==> src/rtl/uart_tx_arbiter.sv <==
// uart_tx_arbiter: round-robin arbiter merging NUM_REQ byte-message streams into one UART byte stream, with stall timeout
module uart_tx_arbiter #(
  parameter int NUM_REQ = 4,
  parameter int TIMEOUT_CYCLES = 2000000
) (
  input  logic                 sys_clk,
  input  logic                 rst_n,
  input  logic [NUM_REQ*8-1:0] req_data,
  input  logic [NUM_REQ-1:0]   req_valid,
  input  logic [NUM_REQ-1:0]   req_last,
  output logic [NUM_REQ-1:0]   req_ready,
  output logic [7:0]           tx_data,
  output logic                 tx_data_valid,
  input  logic                 tx_data_ready,
  output logic [NUM_REQ-1:0]   grant,
  output logic                 busy,
  output logic                 timeout_pulse
);
  localparam int PW = NUM_REQ > 1 ? $clog2(NUM_REQ) : 1;
  localparam logic [PW-1:0] LAST_IDX = PW'(NUM_REQ - 1);
  localparam logic [31:0] STALL_MAX = 32'(TIMEOUT_CYCLES - 1);
  typedef enum logic {IDLE, XFER} state_t;
  state_t state, state_n;
  logic [PW-1:0] owner, owner_n, last_owner, last_owner_n, sel, cand;
  logic [NUM_REQ-1:0] grant_n;
  logic [31:0] stall, stall_n;
  logic [7:0] tx_data_n, byte_sel;
  logic tx_data_valid_n, timeout_n, any, accept, rel;
  assign req_ready = grant & {NUM_REQ{~tx_data_valid | tx_data_ready}};
  assign accept = |(req_valid & req_ready);
  assign busy = state == XFER || tx_data_valid;
  always_comb begin
    sel = last_owner;
    cand = '0;
    any = 1'b0;
    for (int k = NUM_REQ; k >= 1; k--) begin
      cand = PW'((int'(last_owner) + k) % NUM_REQ);
      sel = req_valid[cand] ? cand : sel;
      any = any | req_valid[cand];
    end
  end
  always_comb begin
    state_n = state;
    grant_n = grant;
    owner_n = owner;
    last_owner_n = last_owner;
    stall_n = stall;
    timeout_n = 1'b0;
    rel = 1'b0;
    byte_sel = '0;
    for (int i = 0; i < NUM_REQ; i++) byte_sel = grant[i] ? req_data[i*8 +: 8] : byte_sel;
    tx_data_n = accept ? byte_sel : tx_data;
    tx_data_valid_n = accept || (tx_data_valid && !tx_data_ready);
    if (state == IDLE) begin
      stall_n = '0;
      if (any) begin
        state_n = XFER;
        grant_n = NUM_REQ'(1) << sel;
        owner_n = sel;
      end
    end else begin
      stall_n = accept ? '0 : (req_valid[owner] || stall == '1) ? stall : stall + 32'd1;
      timeout_n = !accept && stall == STALL_MAX;
      rel = (accept && |(req_last & grant)) || timeout_n;
      if (rel) begin
        state_n = IDLE;
        grant_n = '0;
        last_owner_n = owner;
      end
      if (timeout_n) stall_n = '0;
    end
  end
  always_ff @(posedge sys_clk) begin
    if (!rst_n) begin
      state <= IDLE;
      grant <= '0;
      owner <= '0;
      last_owner <= LAST_IDX;
      stall <= '0;
      tx_data <= '0;
      tx_data_valid <= 1'b0;
      timeout_pulse <= 1'b0;
    end else begin
      state <= state_n;
      grant <= grant_n;
      owner <= owner_n;
      last_owner <= last_owner_n;
      stall <= stall_n;
      tx_data <= tx_data_n;
      tx_data_valid <= tx_data_valid_n;
      timeout_pulse <= timeout_n;
    end
  end
endmodule

==> config.mk <==
export PLATFORM = sky130hd
export DESIGN_NAME = uart_tx_arbiter
export DESIGN_NICKNAME = d
export VERILOG_FILES = /design/src/rtl/uart_tx_arbiter.sv
export SDC_FILE = /design/constraint.sdc
export NUM_CORES = 1
export LEC_CHECK = 0
export BUFFER_PORTS_ARGS = -buffer_cell sky130_fd_sc_hd__buf_2
export CAP_MARGIN = 20
export CORE_MARGIN = 5
export CORE_UTILIZATION = 54
export DETAILED_ROUTE_END_ITERATION = 10
export PLACE_DENSITY = 0.79
export SETUP_SLACK_MARGIN = 0.2
export SLEW_MARGIN = 10
export SYNTH_ARGS = -nofsm -noshare
export SYNTH_HDL_FRONTEND = slang
export SYNTH_SLANG_ARGS = --single-unit
export TNS_END_PERCENT = 1
==> constraint.sdc <==
create_clock -name sys_clk -period 2.7 [get_ports sys_clk]
set_input_delay 0.675 -clock sys_clk [delete_from_list [all_inputs] [get_ports sys_clk]]
set_output_delay 0.675 -clock sys_clk [all_outputs]
set_load 0.03 [all_outputs]
# --- Word-level counts from Yosys, hierarchy flattened ---
# Index checks and enable logic that the tools add are counted.
word_totals:
  register_bits: 51
  latchBits: 0
  mem_bits_rw: 0
  mem_bits_ro: 0
  inputBits: 43
  out_inout_bits: 19
  mem_count: 0
op_classes:
  add_sub_neg: 5
  mul: 0
  div: 0
  order_cmp: 5
  eq_ne: 3
  shifts: 1
  n_mux: 24
  n_bitwise: 10
  reduce_logical: 17
op_table:
  columns: ["operator", "count"]
  rows:
  - ["32-bit by 1-bit adder with 32-bit output, second input constant", 1]
  - ["32-bit by 21-bit equality test with 1-bit output, second input constant", 1]
  - ["32-bit equality test, second input constant", 1]
  - ["8-bit two-way mux", 4]
  - ["2-bit by 3-bit < comparator with 1-bit output, second input constant", 5]
  - ["4-bit bitwise AND", 3]
  - ["4-bit two-way mux", 3]
  - ["1-bit binary-select mux with 2-bit select", 5]
  - ["1-bit two-way mux", 8]
  - ["2-bit two-way mux", 4]
  - ["2-bit AND reduction", 4]
  - ["4-bit OR reduction", 2]
  - ["7-bit OR reduction", 1]
  - ["2-bit by 1-bit adder with 2-bit output, second input constant", 2]
  - ["2-bit adder, second input constant", 2]
  - ["1-bit logical OR", 4]
  - ["1-bit bitwise OR", 4]
  - ["1-bit by 2-bit left shift with 4-bit output, first input constant", 1]
  - ["1-bit logical AND", 3]
  - ["1-bit inverter", 3]
  - ["1-bit zero test", 2]
  - ["2-bit by 1-bit inequality test with 1-bit output, second input constant", 1]
  - ["2-bit nonzero test", 1]

# --- Depth between registers and ports, before layout ---
logic_depth:
  depth_word: 10
  depth_mapped: 8
  depth_no_buf: 6

# --- Worst setup path before layout ---
# Ideal clock, no wire load.
synth_timing:
  kind: "in2reg"
  start: "input port req_valid[3]"
  end: "register stall[21]"
  arrival_time_ns: 2.346
  required_ns: 2.630
  slack_ns: 0.283
  cell_stages: 5
  path_buffers: 1
  path_cell_list: "mux4_2 > or3_2 > buf_2 > or4_1 > a21oi_1"
synth_between:
  elab_chain_cells: 5
  word_cells_on_any_way: 8
synth_rtl:
  columns: ["element", "line_no", "rtl"]
  rows:
  - ["from (decl)", "9", "input logic [NUM_REQ-1:0] req_valid,"]
  - ["4-bit bitwise AND", "30", "assign accept = |(req_valid & req_ready);"]
  - ["4-bit OR reduction", "30", null]
  - ["1-bit zero test", "63", "timeout_n = !accept && stall == STALL_MAX;"]
  - ["1-bit logical AND", "63", null]
  - ["7-bit OR reduction (no source line)", null, null]
  - ["to (signal assigned)", "88", "stall <= stall_n;"]
  - ["to (decl)", "26", "logic [31:0] stall, stall_n;"]
# Parallel ways exist; a longest one is shown, timed or not. The select of a mux whose other input is x is not followed.
# A chain may end at the register's enable or synchronous reset.

# --- Worst setup path after layout ---
# Same ends and word-level chain as after synthesis.

==> reports/summary.txt <==
Worst setup margin: 357.9 ps
Worst-path cell chain: buf_2 -> mux4_2 -> or3_2 -> or4_1 -> a21oi_1
RSZ-0062 raised after global routing: false
Global route overflow: 0
DP Area: 0.003187 sq mm
Final Cell Area: 0.003304 sq mm
Setup Viol. Count Final: 0
FP Rows: 26
Core Footprint: 0.005075 sq mm
All-Layer GR Usage: 0.2197
Worst Path Required: 2950 ps
Yosys warning count: 0
Fmax: 427.0 MHz
Synthesized area: 0.002811 sq mm
Clk_skew: 8.099 ps
Power per Cell Area: 514.0 mW/mm^2
Port bufs: 61
Number of buffers created by CTS: 5
Reg power frac: 0.479
H-tree depth: 2
Final period utilization: 0.8674
Worst-Skew Late Latency: 310 ps
Final Hold Viols: 0
Total routed wirelength: 6884 um
Final Max Tran Viols: 0
Count leader, synth: dfxtp_1
Number of routed nets with antenna violations: 0
Antenna Cells: 0
Synth unique cells: 53
CP max FO: 10
Switching share of power: 0.2875
Internal power: 1.210 mW
Slew at the pin closest to its max-slew limit: 590.4 ps
Max Cap Viol: 0
DR iter-0 viols: 160
Crit Path Class: input pin to register
Synth Net Count: 390
Vias/cell: 5.936
I/O pin cnt: 62
Wirelength per Cell: 14.65 um
Most used DFF post-synth: dfxtp_1
Die Ht: 82.16 um
P&R area growth vs syn: 17.53%
Period minus WS final: 2342 ps
Die area: 0.006749 sq mm
Share of layout cells above drive strength 1: 0.2425
TritonRoute pass-1 iters: 4
Residual DRC count: 0
Root Buffer: clkbuf_8
Largest net degree at the start of global routing: 33
Final net count: 443
WP data arrival: 2590 ps
Starting Density: 0.5540
Delay-heaviest family, CP: simple AND/OR/NAND/NOR gates
Sw power: 0.4883 mW
Commonest cells post-synth: dfxtp_1, a21oi_1, nor2_1, clkbuf_1, o21ai_0
Largest cells by area after synthesis: dfxtp_1, a21oi_1, xnor2_1, nor2_1, o21ai_0
GPL Wtd Cong: 0.8061
Status: completed
Comb pwr share: 0.194
Worst slack, placed: 51.61 ps
Rel. slew slack: 0.6028
CTS Buffer Depth: 2
First-pass GRT wire length: 11780 um
Peak supply drop: 0.3203 mV
Leakage power: 1.179 nW
Type of the most critical hold path: register to register
Clock Sinks: 51
# Post-CTS Setup Buffers: 0
Crit start category: input pin
Clock power frac: 0.327
Buf+Inv Stages, Crit Path: 1
Count of flip-flops with a built-in enable after synthesis: 0
#FFs+latches synth: 51
Hold buffer count at cts: 0
Total Neg Setup Slack: 0 ps
Via count: 2790
Sequential area share after synthesis: 0.3632
CTS tree: built
Number of global-route vias before repair: 2646
Synth area leader: dfxtp_1
Critical Path Sink Type: register
Worst path slowest cell: mux4_2
Async SR Flop Fraction: 0
Synth Instances: 346
Area share of the largest cell type after synthesis: 0.3632
Chip Width: 82.16 um
Clock slew at reported path FFs: 90 ps
Hpwl dp: 5010 um
Initial antenna violation count: 0
Max incr delay on CP: 580 ps
Syn avg cell area: 8.126 sq um
==> path summary, 6_finish.rpt <==
path	start	to	slack, ps	cells past startpoint
worst max-delay path	req_valid[3]	stall[21]	360	5
worst min-delay path	stall[17]	stall[17]	510	2
worst max register to register	stall[13]	stall[25]	370	5
worst min register to register	stall[17]	stall[17]	510	2
==> flip-flops by register name, summed over array words and instances (netlist names) <==
register and cells:
last_owner 2, timeout_pulse 1, state 1, tx_data_valid 1, tx_data 8, owner 2
stall 32, grant 4
==> placed cells by master, fill, tap and decap left out, drive strengths merged, types with 9 or more instances in the layout <==
cell | netlist | final
nand3 | 15 | 15
nor2b | 12 | 12
nor3 | 13 | 13
or4 | 10 | 10
nand2 | 13 | 13
buf | 6 | 73
nor2 | 26 | 26
a221oi | 9 | 9
inv | 9 | 9
nand4 | 9 | 9
dfxtp | 51 | 51
a21oi | 30 | 30
xnor2 | 12 | 12
o21ai | 17 | 17
==> worst reg2reg max path: stages (launching register included) <==
cell and delay, ps:
dfxtp_1 440, and4_1 360, nand4_2 210, or4_1 590, or4_1 500, a21oi_1 160
==> metal layers <==
layer,global-route usage,vias up,part of all wire
li1,-,1401,-
met1,0.2793,1270,0.45
met2,0.3611,109,0.46
met3,0.06291,10,0.077
met4,0.06478,0,0.012
met5,0,-,0
==> per-stage QoR <==
step | power, mW | util | hold slack [ps] | std cells
final | 1.698 | 0.6511 | 506.5 | 470
after global routing | 1.783 | 0.6511 | 540.5 | 470
after CTS | 1.708 | 0.6511 | 505.3 | 470
after detailed placement | 1.158 | 0.6280 | 491.7 | 462
after global placement | 1.153 | 0.6280 | 480.5 | 462
after floorplan | 1.046 | - | 463.7 | 346
==> cells by family after synthesis <==
| logic type | count (synthesis) | synth area share |
|---|---|---|
| AOI/OAI and AO/OA | 95 | 0.2216 |
| and+or+nand+nor | 145 | 0.2982 |
| buffers and inverters | 36 | 0.05029 |
| DFF | 51 | 0.3632 |
| muxes | 4 | 0.01869 |
| adders and majority gates | 1 | 0.004450 |
| xor gates and xnor gates | 14 | 0.04361 |
==> cell type report <==
| class | count | area [sq um] |
|---|---|---|
| clock buffer | 6 | 82.58 |
| clock inverter | 2 | 35.03 |
| fill | 413 | 1770 |
| inverter | 9 | 33.78 |
| multi-input combinational | 259 | 1649 |
| sequential | 51 | 1021 |
| tap | 70 | 87.58 |
| timing repair buffer | 73 | 395.4 |
==> timing repair <==
| action | CTS | global route |
|---|---|---|
| gates resized for setup | 0 | 1 |
| endpoints found under the hold margin | 0 | 0 |
| setup endpoints to repair | 0 | 3 |
==> power groups by stage <==
stage / combinational [mW] / clock, mW / sequential [mW]
4_1_cts: 0.330 / 0.565 / 0.813
2_1_floorplan: 0.175 / 0 / 0.871
5_1_grt: 0.363 / 0.602 / 0.818
6_report: 0.329 / 0.555 / 0.814
3_5_place_dp: 0.329 / 0 / 0.829
3_3_place_gp: 0.324 / 0 / 0.829
(Power assumes the default switching activity.)
